<file path="config.mk">
export PLATFORM = sky130hd
export DESIGN_NAME = ikaopll_bus_writer_flat
export DESIGN_NICKNAME = d
export VERILOG_FILES = /design/src/rtl/ikaopll_bus_writer_pkg.sv /design/src/rtl/ikaopll_bus_writer_if.sv /design/src/rtl/ikaopll_wrfifo.sv /design/src/rtl/ikaopll_bus_writer.sv /design/src/flat_wrapper.sv
export SDC_FILE = /design/constraint.sdc
export NUM_CORES = 1
export LEC_CHECK = 0
export CAP_MARGIN = 20
export CORE_MARGIN = 4
export CORE_UTILIZATION = 45
export CTS_BUF_LIST = sky130_fd_sc_hd__clkbuf_8
export CTS_CLUSTER_SIZE = 24
export DETAILED_ROUTE_END_ITERATION = 8
export SETUP_SLACK_MARGIN = 0.15
export SLEW_MARGIN = 0
export SYNTH_ARGS = -nofsm -noshare
export SYNTH_HDL_FRONTEND = slang
export SYNTH_SLANG_ARGS = --single-unit
</file>
<file path="constraint.sdc">
create_clock -name i_EMUCLK -period 9 [get_ports i_EMUCLK]
set_clock_uncertainty 0.2 [all_clocks]
set_input_delay 0.9 -clock i_EMUCLK [delete_from_list [all_inputs] [get_ports i_EMUCLK]]
set_output_delay 0.9 -clock i_EMUCLK [all_outputs]
set_load 0.03 [all_outputs]
</file>
<file path="src/rtl/ikaopll_bus_writer_pkg.sv">
// Shared types and default bus timing for the OPLL host write sequencer.
package ikaopll_bus_writer_pkg;

  localparam int unsigned DEF_WR_PULSE  = 2;
  localparam int unsigned DEF_ADDR_WAIT = 12;
  localparam int unsigned DEF_DATA_WAIT = 84;

  typedef enum logic [2:0] {
    ST_IDLE,
    ST_A_SETUP,
    ST_A_STROBE,
    ST_A_WAIT,
    ST_D_SETUP,
    ST_D_STROBE,
    ST_D_WAIT
  } wr_state_t;

  typedef struct packed {
    logic [7:0] addr;
    logic [7:0] data;
  } wr_req_t;

  // Timer must hold the largest reload value; never narrower than 7 bits.
  function automatic int unsigned timer_width(input int unsigned a, input int unsigned b,
                                              input int unsigned c);
    int unsigned m;
    int unsigned w;
    m = a;
    if (b > m) m = b;
    if (c > m) m = c;
    w = $clog2(m + 1);
    return (w < 7) ? 7 : w;
  endfunction

endpackage

</file>
<file path="src/rtl/ikaopll_bus_writer_if.sv">
// Host request handshake plus YM2413 CPU-bus pins of the write sequencer.
interface ikaopll_bus_writer_if;

  logic       i_REQ_VALID;
  logic       o_REQ_READY;
  logic [7:0] i_REQ_ADDR;
  logic [7:0] i_REQ_DATA;
  logic       o_CS_n;
  logic       o_WR_n;
  logic       o_A0;
  logic [7:0] o_D;

  modport slave (
    input  i_REQ_VALID, i_REQ_ADDR, i_REQ_DATA,
    output o_REQ_READY, o_CS_n, o_WR_n, o_A0, o_D
  );

  modport master (
    output i_REQ_VALID, i_REQ_ADDR, i_REQ_DATA,
    input  o_REQ_READY, o_CS_n, o_WR_n, o_A0, o_D
  );

endinterface

</file>
<file path="src/rtl/ikaopll_wrfifo.sv">
// Synchronous request FIFO; pushes beyond full and pops beyond empty are ignored.
module ikaopll_wrfifo
  import ikaopll_bus_writer_pkg::*;
#(
  parameter int unsigned DEPTH = 16
) (
  input  logic                     i_CLK,
  input  logic                     i_RST,
  input  logic                     i_PUSH,
  input  logic                     i_POP,
  input  wr_req_t                  i_WDATA,
  output wr_req_t                  o_RDATA,
  output logic                     o_FULL,
  output logic                     o_EMPTY,
  output logic [$clog2(DEPTH):0]   o_LEVEL
);

  localparam int unsigned AW = $clog2(DEPTH);
  localparam int unsigned LW = AW + 1;

  wr_req_t          r_mem [DEPTH];
  logic [AW-1:0]    r_wptr;
  logic [AW-1:0]    r_rptr;
  logic [LW-1:0]    r_level;
  logic             w_push;
  logic             w_pop;

  assign o_FULL  = (r_level == LW'(DEPTH));
  assign o_EMPTY = (r_level == '0);
  assign o_LEVEL = r_level;
  assign o_RDATA = r_mem[r_rptr];
  assign w_push  = i_PUSH && !o_FULL;
  assign w_pop   = i_POP && !o_EMPTY;

  always_ff @(posedge i_CLK) begin
    if (w_push) r_mem[r_wptr] <= i_WDATA;
  end

  always_ff @(posedge i_CLK) begin
    if (i_RST) begin
      r_wptr  <= '0;
      r_rptr  <= '0;
      r_level <= '0;
    end else begin
      if (w_push) r_wptr <= r_wptr + 1'b1;
      if (w_pop)  r_rptr <= r_rptr + 1'b1;
      case ({w_push, w_pop})
        2'b10:   r_level <= r_level + 1'b1;
        2'b01:   r_level <= r_level - 1'b1;
        default: r_level <= r_level;
      endcase
    end
  end

endmodule

</file>
<file path="src/rtl/ikaopll_bus_writer.sv">
// Replays buffered (addr, data) requests as two-phase YM2413 bus writes,
// with all strobe and recovery timing counted in phiM ticks.
module ikaopll_bus_writer
  import ikaopll_bus_writer_pkg::*;
#(
  parameter int unsigned DEPTH               = 16,
  parameter int unsigned WR_PULSE            = DEF_WR_PULSE,
  parameter int unsigned ADDR_WAIT           = DEF_ADDR_WAIT,
  parameter int unsigned DATA_WAIT           = DEF_DATA_WAIT,
  parameter bit          SKIP_REDUNDANT_ADDR = 1'b0
) (
  input  logic                     i_EMUCLK,
  input  logic                     i_RST,
  input  logic                     i_phiM_PCEN_n,
  ikaopll_bus_writer_if.slave      bus,
  output logic                     o_BUSY,
  output logic [$clog2(DEPTH):0]   o_LEVEL
);

  localparam int unsigned TW = timer_width(WR_PULSE, ADDR_WAIT, DATA_WAIT);

  wr_state_t   r_state, w_state_nx;
  logic [TW-1:0] r_timer, w_timer_nx;
  wr_req_t     r_work, w_work_nx;
  logic [7:0]  r_last_addr, w_last_addr_nx;
  logic        r_last_vld, w_last_vld_nx;
  logic        r_cs_n, w_cs_n_nx;
  logic        r_wr_n, w_wr_n_nx;
  logic        r_a0, w_a0_nx;
  logic [7:0]  r_d, w_d_nx;

  logic        w_tick;
  logic        w_pop;
  logic        w_fetch;
  logic        w_full;
  logic        w_empty;
  wr_req_t     w_head;
  wr_req_t     w_req;

  assign w_tick      = !i_phiM_PCEN_n;
  assign w_req.addr  = bus.i_REQ_ADDR;
  assign w_req.data  = bus.i_REQ_DATA;

  ikaopll_wrfifo #(.DEPTH(DEPTH)) u_fifo (
    .i_CLK   (i_EMUCLK),
    .i_RST   (i_RST),
    .i_PUSH  (bus.i_REQ_VALID),
    .i_POP   (w_pop),
    .i_WDATA (w_req),
    .o_RDATA (w_head),
    .o_FULL  (w_full),
    .o_EMPTY (w_empty),
    .o_LEVEL (o_LEVEL)
  );

  always_comb begin
    w_state_nx     = r_state;
    w_timer_nx     = r_timer;
    w_work_nx      = r_work;
    w_last_addr_nx = r_last_addr;
    w_last_vld_nx  = r_last_vld;
    w_pop          = 1'b0;
    w_fetch        = 1'b0;
    w_cs_n_nx      = r_cs_n;
    w_wr_n_nx      = r_wr_n;
    w_a0_nx        = r_a0;
    w_d_nx         = r_d;

    if (w_tick) begin
      case (r_state)
        ST_IDLE: w_fetch = 1'b1;
        ST_A_SETUP: begin
          w_state_nx = ST_A_STROBE;
          w_timer_nx = TW'(WR_PULSE - 1);
        end
        ST_A_STROBE: begin
          if (r_timer == '0) begin
            w_last_addr_nx = r_work.addr;
            w_last_vld_nx  = 1'b1;
            w_timer_nx     = TW'(ADDR_WAIT - 1);
            w_state_nx     = ST_A_WAIT;
          end else begin
            w_timer_nx = r_timer - 1'b1;
          end
        end
        ST_A_WAIT: begin
          if (r_timer == '0) w_state_nx = ST_D_SETUP;
          else               w_timer_nx = r_timer - 1'b1;
        end
        ST_D_SETUP: begin
          w_state_nx = ST_D_STROBE;
          w_timer_nx = TW'(WR_PULSE - 1);
        end
        ST_D_STROBE: begin
          if (r_timer == '0) begin
            w_timer_nx = TW'(DATA_WAIT - 1);
            w_state_nx = ST_D_WAIT;
          end else begin
            w_timer_nx = r_timer - 1'b1;
          end
        end
        ST_D_WAIT: begin
          if (r_timer == '0) begin
            w_state_nx = ST_IDLE;
            w_fetch    = 1'b1;
          end else begin
            w_timer_nx = r_timer - 1'b1;
          end
        end
        default: w_state_nx = ST_IDLE;
      endcase

      // The final D_WAIT tick doubles as the IDLE fetch so bursts run back-to-back.
      if (w_fetch && !w_empty) begin
        w_pop     = 1'b1;
        w_work_nx = w_head;
        if (SKIP_REDUNDANT_ADDR && r_last_vld && (w_head.addr == r_last_addr))
          w_state_nx = ST_D_SETUP;
        else
          w_state_nx = ST_A_SETUP;
      end
    end

    // Bus pins are registered from the state being entered, so they change on the tick edge.
    case (w_state_nx)
      ST_A_SETUP: begin
        w_cs_n_nx = 1'b0;
        w_wr_n_nx = 1'b1;
        w_a0_nx   = 1'b0;
        w_d_nx    = w_work_nx.addr;
      end
      ST_A_STROBE, ST_D_STROBE: begin
        w_cs_n_nx = 1'b0;
        w_wr_n_nx = 1'b0;
      end
      ST_D_SETUP: begin
        w_cs_n_nx = 1'b0;
        w_wr_n_nx = 1'b1;
        w_a0_nx   = 1'b1;
        w_d_nx    = w_work_nx.data;
      end
      default: begin
        w_cs_n_nx = 1'b1;
        w_wr_n_nx = 1'b1;
      end
    endcase
  end

  always_ff @(posedge i_EMUCLK) begin
    if (i_RST) begin
      r_state     <= ST_IDLE;
      r_timer     <= '0;
      r_work      <= '0;
      r_last_addr <= '0;
      r_last_vld  <= 1'b0;
      r_cs_n      <= 1'b1;
      r_wr_n      <= 1'b1;
      r_a0        <= 1'b0;
      r_d         <= '0;
    end else begin
      r_state     <= w_state_nx;
      r_timer     <= w_timer_nx;
      r_work      <= w_work_nx;
      r_last_addr <= w_last_addr_nx;
      r_last_vld  <= w_last_vld_nx;
      r_cs_n      <= w_cs_n_nx;
      r_wr_n      <= w_wr_n_nx;
      r_a0        <= w_a0_nx;
      r_d         <= w_d_nx;
    end
  end

  assign bus.o_REQ_READY = !w_full;
  assign bus.o_CS_n      = r_cs_n;
  assign bus.o_WR_n      = r_wr_n;
  assign bus.o_A0        = r_a0;
  assign bus.o_D         = r_d;
  assign o_BUSY          = (r_state != ST_IDLE) || (o_LEVEL != '0);

endmodule
</file>
<file path="src/flat_wrapper.sv">
// flat-port wrapper written by rule: the top's interface ports become plain ports
module ikaopll_bus_writer_flat import ikaopll_bus_writer_pkg::*;
#(
  parameter int unsigned DEPTH               = 16,
  parameter int unsigned WR_PULSE            = DEF_WR_PULSE,
  parameter int unsigned ADDR_WAIT           = DEF_ADDR_WAIT,
  parameter int unsigned DATA_WAIT           = DEF_DATA_WAIT,
  parameter bit          SKIP_REDUNDANT_ADDR = 1'b0
)
  (i_EMUCLK, i_RST, i_phiM_PCEN_n, o_BUSY, o_LEVEL, bus_i_REQ_VALID, bus_i_REQ_ADDR, bus_i_REQ_DATA, bus_o_REQ_READY, bus_o_CS_n, bus_o_WR_n, bus_o_A0, bus_o_D);
  ikaopll_bus_writer_if bus_i ();
  input  logic i_EMUCLK;
  input  logic i_RST;
  input  logic i_phiM_PCEN_n;
  output logic o_BUSY;
  output logic [$clog2(DEPTH):0] o_LEVEL;
  input wire logic [$bits(bus_i.i_REQ_VALID)-1:0] bus_i_REQ_VALID;
  input wire logic [$bits(bus_i.i_REQ_ADDR)-1:0] bus_i_REQ_ADDR;
  input wire logic [$bits(bus_i.i_REQ_DATA)-1:0] bus_i_REQ_DATA;
  output wire logic [$bits(bus_i.o_REQ_READY)-1:0] bus_o_REQ_READY;
  output wire logic [$bits(bus_i.o_CS_n)-1:0] bus_o_CS_n;
  output wire logic [$bits(bus_i.o_WR_n)-1:0] bus_o_WR_n;
  output wire logic [$bits(bus_i.o_A0)-1:0] bus_o_A0;
  output wire logic [$bits(bus_i.o_D)-1:0] bus_o_D;
  assign bus_i.i_REQ_VALID = bus_i_REQ_VALID;
  assign bus_i.i_REQ_ADDR = bus_i_REQ_ADDR;
  assign bus_i.i_REQ_DATA = bus_i_REQ_DATA;
  assign bus_o_REQ_READY = bus_i.o_REQ_READY;
  assign bus_o_CS_n = bus_i.o_CS_n;
  assign bus_o_WR_n = bus_i.o_WR_n;
  assign bus_o_A0 = bus_i.o_A0;
  assign bus_o_D = bus_i.o_D;
  ikaopll_bus_writer #(.DEPTH(DEPTH), .WR_PULSE(WR_PULSE), .ADDR_WAIT(ADDR_WAIT), .DATA_WAIT(DATA_WAIT), .SKIP_REDUNDANT_ADDR(SKIP_REDUNDANT_ADDR)) u_core (.i_EMUCLK(i_EMUCLK), .i_RST(i_RST), .i_phiM_PCEN_n(i_phiM_PCEN_n), .bus(bus_i), .o_BUSY(o_BUSY), .o_LEVEL(o_LEVEL));
endmodule
</file>
==> metrics, run 1 <==
layout cells sized above 1 a little over a fifth; post-synthesis mux area share 15.5%; Yosys reg bits between 300 and 400; max_cap viols 0; status finished clean; hold depth 2; final worst path period share between 50% and 60%; post-layout power 3.71 mW; maximum vdd drop between 0.0001 and 0.00015 V; die area 30800 um^2; Worst Path Required 9.29 ns; CTS Buf Count 49; Slew Limit Headroom 31.8%; Min-Delay Path Class reg -> reg; Layout fillers roughly 2300; worst path cell trace nor2_1 > a41oi_1 > or2_1 > inv_2 > ha_1 > xor2_1 > ha_1 > or3_1 > a2111oi_0 > nor2_1 > o22ai_1 > nand3b_1; CP max stage cell dfxtp_1; Pleak 4.63 nW; Netlist Area Pre-Place around 13000 um^2; Antenna diodes 0; drt wl/cell between 20 and 25 um; M1 GR Usage 24.1%; Worst-Margin Slew 1.02 ns; Fmax achieved between 200 and 250 MHz; Synth top area share 60.8%; Syn Nets 758; Max Buffers Root-to-Sink 3; crit end category flop; Critical Path AT 5.22 ns; post-synthesis cell type count 67; Nets 825; total number of vias 6818; Clock Latency Late Sink approximately 0.56 ns; most common cell in the netlist edfxtp_1; DIE WIDTH 176 um; YS warnings 0; CTS tree built; CTS clk-pin slew, worst paths 0.06 ns; busiest grt layer met2; Clock Sinks 310; hold_buf cts 0; Syn Area/Cell between 15 and 20 um^2; WHS 0.268 ns; CTS root buffer clkbuf_8; Pre-antenna DRT Iters 5; Synth Area in Simple Gates between 6 and 7%; Core Box Area 27800 um^2; dpl hpwl 15.5 mm; Area contributors post-synth edfxtp_1 (61%), mux4_2 (11%), dfxtp_1 (8.6%); first-pass GRT wire length 41.1 mm; IO Count 38; leading area contributor after synthesis edfxtp_1; GRT Residual Overflow 0; crit-path max cell delay 0.99 ns; number of flops mapped to enable cells by yosys 256; DRT iter0 DRCs between 400 and 500; initial antenna violation count 0; post_cts resized 0; DRC 0; CP Launch Type flop; CP bufs+invs 1; Rows 61; Setup CP Type reg -> reg; RSZ-0062 raised after global routing no; Final Max Tran Viols 0; power per cell area 259 nW/um^2; ys flop type edfxtp_1; Antenna Nets Post-Route 0; Seq/Total Area, Yosys 69.4%; Reg2Reg Depth 12; largest net degree at the start of global routing 56; final hold vios 0; met3 Use GR around 3.2%; complex-gate fraction of the synthesized area 4.57%; met2 usage 29.5%; IO Port Bufs 37; main combinational cell family by area after synthesis multiplexers; GP Congestion 0.795; H-tree Lvls 2; minimum clock period 4.93 ns; Post-Synth XOR/XNOR Area less than 1%; crit-path leading delay family compound AO/OA/AOI/OAI gates; Setup Buffers After CTS 0; number of cells produced by synthesis between 700 and 800; wirelength, routed between 20 and 30 mm; top cells by count, synth edfxtp_1 (256), mux4_2 (64), dfxtp_1 (54); final setup fails 0; Total Routing Usage GR ~18%; Post-Synth Adder-Cell Area 0.871%; Worst path depth 12; setup TNS 0 ns; Critical Path Fanout Max 34; area grow syn2layout 13.6%; Initial Util 45.5%; Die Ht 176 um; fraction of registers with async set/reset 0%; vias in the first global route 6872; vias per cell roughly 5.6
## per-stage QoR
stage	util, %	instances	instance area [um^2]	worst slack [ns]
finish	51.7	1208	14400	4.07
global route	51.7	1208	14400	3.84
CTS	51.7	1208	14400	4.22
detailed placement	48.4	1124	13500	3.78
global placement	48.4	1124	13500	3.97
floorplan	-	730	12600	4.94
## cell usage in the layout, fill, tap and decap left out, drive strengths merged, types with 3 or more instances in the layout
cell type	count
ha	8
a21oi	38
dfxtp	54
buf	23
clkinv	7
mux2i	4
edfxtp	256
clkdlybuf4s50	37
clkbuf	54
a211oi	7
or3	5
nor3	18
nor2b	13
inv	35
mux2	8
mux4	78
nand2b	7
a31oi	11
xnor2	7
nand4	3
nor2	40
and2	9
o21ai	11
or2	3
nand3	3
xor2	7
nand2	46
## cell families (layout without fill, tap and decap cells)
kind of cell | count (synthesis) | after routing
flip-flops | 310 | 310
AND/OR/NAND/NOR | 158 | 158
AO/OA/AOI/OAI | 91 | 91
multiplexers | 90 | 90
buffers and inverters | 58 | 158
XOR/XNOR | 14 | 14
adder cells (fa/ha/maj) | 9 | 9
## path summary, 6_finish.rpt
path                     startpoint                  endpoint  slack [ns]
setup / recovery  u_core.r_state[1]  u_core.u_fifo.o_LEVEL[4]        4.07
hold reg to reg    u_core.r_work[3]          u_core.r_work[3]        0.27
setup reg to reg  u_core.r_state[1]  u_core.u_fifo.o_LEVEL[4]        4.07
hold / removal     u_core.r_work[3]          u_core.r_work[3]        0.27
## worst reg2reg max path: cells and delay by family, from the launching register on
family,cells,cell delay (ns)
DFF,1,0.99
xor gates and xnor gates,1,0.18
AOI/OAI and AO/OA,3,1.32
buffers and inverters,1,0.31
adders and majority gates,2,0.61
and+or+nand+nor,5,1.26
## area by class of cell
type / instances / area (um^2) / area share [%]
Clock buffer: 54 / 743 / 5.18
Clock inverter: 30 / 159 / 1.11
Inverter: 14 / 52.6 / 0.366
Multi-Input combinational cell: 362 / 3610 / 25.1
Sequential cell: 310 / 8770 / 61.1
Tap cell: 378 / 473 / 3.30
Timing Repair Buffer: 60 / 543 / 3.78
## state kept, by name, summed over array words and instances, names as in the netlist, named ones only
signal / cells
u_core.u_fifo.r_mem: 256
u_core.u_fifo.r_rptr: 4
u_core.bus.o_WR_n: 1
u_core.r_timer: 7
u_core.bus.o_A0: 1
u_core.bus.o_CS_n: 1
u_core.r_state: 3
u_core.u_fifo.o_LEVEL: 5
u_core.bus.o_D: 8
u_core.u_fifo.r_wptr: 4
u_core.r_work: 16
## where the power goes
| group | internal, mW | switching, mW | total, mW |
|---|---|---|---|
| sequential | 1.65 | 0.0913 | 1.74 |
| clock | 0.578 | 0.523 | 1.10 |
| combinational | 0.383 | 0.485 | 0.868 |
| total | 2.61 | 1.10 | 3.71 |
## metal layers
| layer | routed length, um | part of all wire, % |
|---|---|---|
| met5 | 0 | 0 |
| met4 | 490 | 1.8 |
| met3 | 1220 | 4.5 |
| met2 | 13500 | 50 |
| met1 | 11900 | 44 |
Note: power is estimated with default switching activity, not from simulation.
==> inputs of run 2 (changes only) <==
clock period = 5.1 ns   (was 9 ns; I/O delays follow)
==> run 2 against run 1 <==
  * Largest power group unchanged
  * Critical endpoint unchanged
  * Largest cell class unchanged
  * Hold slack got worse by 0.0094 ns
  * Combinational power is 77% higher
  * Final cell count up 0.99%
  * Sequential cell count unchanged
  * Sequential share of layout area shrank 0.44 points
==> metrics, run 2 (synthesized netlist as in run 1, its figures left out) <==
status finished clean; Switching Power 2.00 mW; Nets 832; max_cap viols 0; crit end category flop; Final Instance Count excl. Fillers 1220; DRT iter0 DRCs roughly 480; post_cts resized 0; Antenna Nets Post-Route 0; CTS tree built; Min-Delay Path Class reg -> reg; clock network fraction of total power 30.4%; commonest non-fill, non-tap cell in the layout edfxtp_1; dpl hpwl 16.8 mm; Worst-Margin Slew 1.03 ns; Critical path origin u_core.r_timer[0]; Clock Sinks 310; Fmax achieved 240 MHz; wirelength, routed 27.3 mm; layout cells sized above 1 around 23%; maximum vdd drop 0.000278 V; Pleak 4.66 nW; Die Ht 176 um; combinational power share 23.1%; r2r startpoint u_core.r_timer[0]; area grow syn2layout 14.4%; initial antenna violation count 0; final hold vios 0; RSZ-0062 raised after global routing no; flop2flop setup slack 0.94 ns; CP Launch Type flop; Clock Latency Late Sink approximately 0.58 ns; IO Port Bufs 37; Max Buffers Root-to-Sink 3; Critical Path AT 4.47 ns; Rows 61; Pre-antenna DRT Iters 5; Worst Path Required between 5 and 6 ns; Reg with most FFs u_core.u_fifo.r_mem; first-pass GRT wire length 41.8 mm; part of the power in registers 46.5%; Final Max Tran Viols 0; commonest cells after routing, fill and taps aside edfxtp_1 (256), mux4_2 (64), clkbuf_8 (55), dfxtp_1 (52), nand2_1 (46); vias in the first global route 6959; post-layout util 52.0%; post-layout power 6.66 mW; final setup fails 0; drt wl/cell 22.4 um; hold_buf cts 0; die area 30800 um^2; hold wc startpoint u_core.r_work[1]; Total Routing Usage GR 17.8%; H-tree Lvls 2; power per cell area 460 nW/um^2; IO Count 38; GP Congestion 0.812; setup TNS 0 ns; CTS root buffer clkbuf_8; CTS Buf Count 50; total number of vias 6796; Placed Cells 1130; Setup Buffers After CTS 0; Layout fillers 2268; Switching Fraction 30.1%; DIE WIDTH 176 um; max reg flops 256; P_int between 4 and 5 mW; Initial Util 45.5%; Core Box Area 27800 um^2; final worst path period share around four fifths; Slew Limit Headroom 31.3%; DRC 0; Setup CP Type reg -> reg; minimum clock period 4.16 ns; largest net degree at the start of global routing 36; GRT Residual Overflow 0; Critical Path Fanout Max 13; Antenna diodes 0; vias per cell 5.57; CTS clk-pin slew, worst paths 0.06 ns
## run 2: cell count changes in the layout (fill, tap and decap cells not counted)
cell | before | now
buf_12 | 0 | 1
buf_4 | 23 | 28
clkbuf_8 | 54 | 55
clkinv_1 | 6 | 14
clkinv_2 | 1 | 5
clkinv_8 | 0 | 1
clkinvlp_4 | 1 | 2
inv_1 | 32 | 24
inv_8 | 2 | 1
## run 2: critical path, stage by stage, from the launching register on
cell and delay (ns):
dfxtp_1 0.42, inv_1 0.07, ha_1 0.22, nor3b_2 0.19, a41oi_1 0.59, or2_1 0.50
inv_2 0.07, ha_1 0.29, xor2_1 0.17, ha_1 0.22, or3_1 0.31, a2111oi_0 0.38
nor2_1 0.13, o22ai_1 0.18, nand3b_1 0.14
## run 2: area by class of cell
class | count | area, um^2 | share of cell area, %
clock buffers | 55 | 757 | 5.24
multi-input cells | 362 | 3610 | 25.0
well taps | 378 | 473 | 3.27
repair buffers | 66 | 601 | 4.15
inverters | 14 | 52.6 | 0.364
clock inverters | 35 | 191 | 1.32
flip-flops and latches | 310 | 8770 | 60.7
## run 2: layer usage
metal / track usage [%] / vias to the layer above / wire length (um)
met3: 3.42 / 36 / 1380
met4: 4.45 / 0 / 437
met1: 24.6 / 3530 / 11900
met5: 0 / - / 0
met2: 29.7 / 178 / 13500
li1: - / 3052 / -
## run 2: final timing paths
path / end / cells past startpoint
max: u_core.u_fifo.o_LEVEL[4] / 14
min: u_core.r_work[1] / 2
max reg2reg: u_core.u_fifo.o_LEVEL[4] / 14
min reg2reg: u_core.r_work[1] / 2
## run 2: power groups by stage
stage,registers (mW),logic (mW),clock network (mW)
final,3.10,1.54,2.02
after global routing,3.13,1.68,2.20
after CTS,3.10,1.55,2.07
after detailed placement,3.15,1.55,0
after global placement,3.14,1.51,0
after floorplan,3.12,1.14,0
## run 2: metrics by stage
step                area, um^2  setup slack, ns  hold WS [ns]
finish                   14500            0.940         0.258
global route             14500            0.619         0.287
CTS                      14500            0.906         0.259
detailed placement       13500            0.960         0.250
global placement         13500            0.986         0.251
floorplan                12600             1.27         0.232
==> edit 1, RTL diff (settings of run 1) <==
Re-encode `wr_state_t` (7 states) as one-hot, 7 bits wide.
--- a/src/rtl/ikaopll_bus_writer_pkg.sv
+++ b/src/rtl/ikaopll_bus_writer_pkg.sv
@@ -7,10 +7,10 @@
 
-  typedef enum logic [2:0] {
-    ST_IDLE,
-    ST_A_SETUP,
-    ST_A_STROBE,
-    ST_A_WAIT,
-    ST_D_SETUP,
-    ST_D_STROBE,
-    ST_D_WAIT
+  typedef enum logic [6:0] {
+    ST_IDLE     = 7'b0000001,
+    ST_A_SETUP  = 7'b0000010,
+    ST_A_STROBE = 7'b0000100,
+    ST_A_WAIT   = 7'b0001000,
+    ST_D_SETUP  = 7'b0010000,
+    ST_D_STROBE = 7'b0100000,
+    ST_D_WAIT   = 7'b1000000
   } wr_state_t;
Function: no difference found for any inputs over 4 cycles, from zero or initial values and one cycle with i_RST high; so few cycles prove little.
==> edit 1 against run 1 <==
Sequential share of layout area is 0.32 points higher. Design area up 0.38%. Count of clock-buffer cells in the layout is the same. Total power fell by 2.3%. Area after synthesis increased by 0.16%. Sequential cell count up 4. Cell count up 2.8%. Critical path depth decreased by 8. Register-to-register slack improved by 1.4 ns. Worst setup slack better by 1.2 ns. First-iteration DRC count up 36%. Routed wire length up 3.0%. Critical path type is now reg2out. Largest cell class unchanged.
==> edit 1: results <==
[status]
status = "finished, final reports clean"

[power]
clockPowerShare_pct = 30.7
power_leakage_uw = 0.00470
pg_comb_uw = 772
p_sw_share_pct = 28.7

[logic_synthesis]
synth_cell_types = 70
syn_nets = 791
synth_area_leaders = "edfxtp_1 (61%), mux4_2 (12%), dfxtp_1 (9.2%)"
synth-adder-area-share_pct = 0.880
synth_xor_area_share_pct = 0.761
synth_common_cells = "edfxtp_1 (256), mux4_2 (66), nor2_1 (61)"

[final_layout]
clock_area_share_pct = 6.37
multi_input_gates = 384
buf_share_pct = 3.77
drive_gt1_share_pct = 20.4
fillers = 2277
seq_share_pct = 61.5

[detailed_routing]
wl_met1_um = 12400
dr_wl_met3_um = 1450
drt_iter0_drc = 664
post_drt_via_cell_ratio = 5.71
vias = 7090
route.met2.wl_um = 13600

[placement]
pre_cts_slack_ns = 5.17
hpwlAfterDp_um = 17400
dp.cells = 1155

[worst_setup_path]
critPathArrivalTime_ns = 2.59
cpPeakStageDelay_ns = 0.60

[timing]
worstMarginPinSlew_ns = 1.05

[clocking]
cts_buffers = 50

[global_routing]
grt_max_degree = 39
track_usage_pct = 18.4
edit 1: cell count changes after synthesis, moves of 13 or more:
cell	run 1	this run
a21oi_1	38	15
nor2_1	40	61
o22ai_1	1	20
mux4_1	14	0
a221oi_1	0	13
a22oi_1	1	14
edit 1: tightest hold or removal path, delay by kind of cell (launching register included):
kind | cells | cell delay (ns)
buffers and inverters | 1 | 0.05
flip-flops | 1 | 0.31
AO/OA/AOI/OAI | 1 | 0.05
edit 1: worst paths after layout:
| kind | startpoint | endpoint | slack (ns) |
|---|---|---|---|
| setup / recovery | u_core.r_state[3]$_SDFF_PP0_ | o_BUSY | 5.31 |
| hold / removal | u_core.bus.o_D[5]$_SDFFE_PP0P_ | u_core.bus.o_D[5]$_SDFFE_PP0P_ | 0.27 |
| setup reg to reg | flip-flop | u_core.bus.o_D[1]$_SDFFE_PP0P_ | 5.52 |
| hold reg to reg | u_core.bus.o_D[5]$_SDFFE_PP0P_ | u_core.bus.o_D[5]$_SDFFE_PP0P_ | 0.27 |
==> edit 2, RTL diff (config.mk and constraints of run 1) <==
Made on the original files. `SKIP_REDUNDANT_ADDR` is set to 1'b0 in 2 places; all go to 1'b1.
--- a/src/rtl/ikaopll_bus_writer.sv
+++ b/src/rtl/ikaopll_bus_writer.sv
@@ -9,3 +9,3 @@
   parameter int unsigned DATA_WAIT           = DEF_DATA_WAIT,
-  parameter bit          SKIP_REDUNDANT_ADDR = 1'b0
+  parameter bit          SKIP_REDUNDANT_ADDR = 1'b1
 ) (
--- a/src/flat_wrapper.sv
+++ b/src/flat_wrapper.sv
@@ -7,3 +7,3 @@
   parameter int unsigned DATA_WAIT           = DEF_DATA_WAIT,
-  parameter bit          SKIP_REDUNDANT_ADDR = 1'b0
+  parameter bit          SKIP_REDUNDANT_ADDR = 1'b1
 )
Formal check against the unedited RTL: no difference found for any inputs over 4 cycles, from zero or initial values and one cycle with i_RST high; that may be too few to reach the edited logic, so the function may still have changed.
==> edit 2 against run 1 <==
Sequential cell count rose by 9. Total power rose by 2.2%. Count of clock-buffer cells in the layout decreased by 2. Worst setup slack improved by 0.47 ns. Global-route usage decreased by 0.51 points. Critical path depth is 4 higher. First-iteration DRC count shrank 3.3%. Area after synthesis grew 4.7%. Die area grew 4.5%. Design area is 3.5% higher. Routed wire length rose by 2.0%. Critical endpoint unchanged. Largest cell class unchanged. Largest power group unchanged.
==> edit 2: results <==
[final_layout]
nClkBuffers = 52
instances_no_fill = 1310
fin_util_pct = 51.5
fin_nets = 924
n_all_inverters = 15
fillers = 2431
multi_input_area_share_pct = 26.8
buffers = 58
clock_area_share_pct = 5.77
multi_input_gates = 450

[placement]
pre_cts_slack_ns = 4.20
dpl-instance-area_sq_um = 14000

[logic_synthesis]
synth_cells = 837
ys_seq_elements = 319
synth_cell_types = 65
synth_area_leaders = "edfxtp_1 (58%), mux4_2 (10%), dfxtp_1 (9.5%)"
synth-adder-area-share_pct = 1.00
syn_nets = 866
synth_xor_area_share_pct = 1.71
muxShareOfSynthArea_pct = 14.1
yosysSeqAreaShare_pct = 67.6
synth_common_cells = "edfxtp_1 (256), nand2_1 (82), nor2_1 (64)"

[worst_setup_path]
reg2reg_depth = 16
path_max_fanout = 21
cpPeakStageDelay_ns = 0.77
r2r_slack_ns = 4.54
cp_slowest_cell = "a2111o_1"
critPathArrivalTime_ns = 4.70

[timing]
worstMarginPinSlew_ns = 0.893
hold_slack_ns = 0.255

[hold_path]
hp-start = "u_core.r_work[4]$_SDFF_PP0_"
hold-path-endpoint = "u_core.r_work[4]$_SDFF_PP0_"

[global_routing]
first_global_vias = 7144
grt_pass1_wl_um = 42700
track_usage_pct = 17.1
grt_max_degree = 64

[status]
status = "finished, final reports clean"

[floorplan]
core_sq_um = 28900

[clocking]
cts_buffers = 51
clk_latency_ns = 0.58

[detailed_routing]
post_drt_via_cell_ratio = 5.46
drt-wirelength-per-cell_um = 21.2

[power]
ir_worst_vdd_v = 0.000118
## edit 2: cell count changes in the layout (fill, tap and decap cells not counted), sizes merged, moves of 6 or more
| cell | change |
|---|---|
| nand2 | +36 |
| nor2 | +25 |
| mux2i | +17 |
| o21ai | +13 |
| mux4 | -10 |
| dfxtp | +9 |
| o311ai | +9 |
| nor2b | -8 |
| a211oi | -6 |
| and2 | -6 |
| xor2 | +6 |
## edit 2: worst max path at each step
stage | cells past startpoint | to | start | slack (ns)
global placement | 13 | u_core.u_fifo.o_LEVEL[4]$_SDFFE_PP0P_ | i_phiM_PCEN_n | 4.25
floorplan | 19 | u_core.u_fifo.o_LEVEL[4]$_SDFFE_PP0P_ | u_core.r_timer[0]$_SDFFE_PP0P_ | 5.05
CTS | 16 | u_core.u_fifo.o_LEVEL[4]$_SDFFE_PP0P_ | u_core.r_timer[0]$_SDFFE_PP0P_ | 4.51
detailed placement | 13 | u_core.u_fifo.o_LEVEL[4]$_SDFFE_PP0P_ | i_phiM_PCEN_n | 4.20
finish | 16 | u_core.u_fifo.o_LEVEL[4]$_SDFFE_PP0P_ | u_core.r_timer[0]$_SDFFE_PP0P_ | 4.54
global route | 16 | u_core.u_fifo.o_LEVEL[4]$_SDFFE_PP0P_ | u_core.r_timer[0]$_SDFFE_PP0P_ | 4.08
## edit 2: routing by layer
| layer | routed length [um] | track usage (%) | up-vias |
|---|---|---|---|
| met2 | 13100 | 26.8 | 173 |
| met1 | 12600 | 24.4 | 3585 |
| li1 | - | - | 3346 |
| met3 | 1440 | 3.80 | 45 |
| met4 | 574 | 4.85 | 0 |
| met5 | 0 | 0 | - |
## edit 2: power by group
group / internal (uW) / total (uW) / switching [uW]
logic: 388 / 946 / 558
registers: 1690 / 1780 / 87.3
clock network: 531 / 1070 / 536
total: 2610 / 3790 / 1180
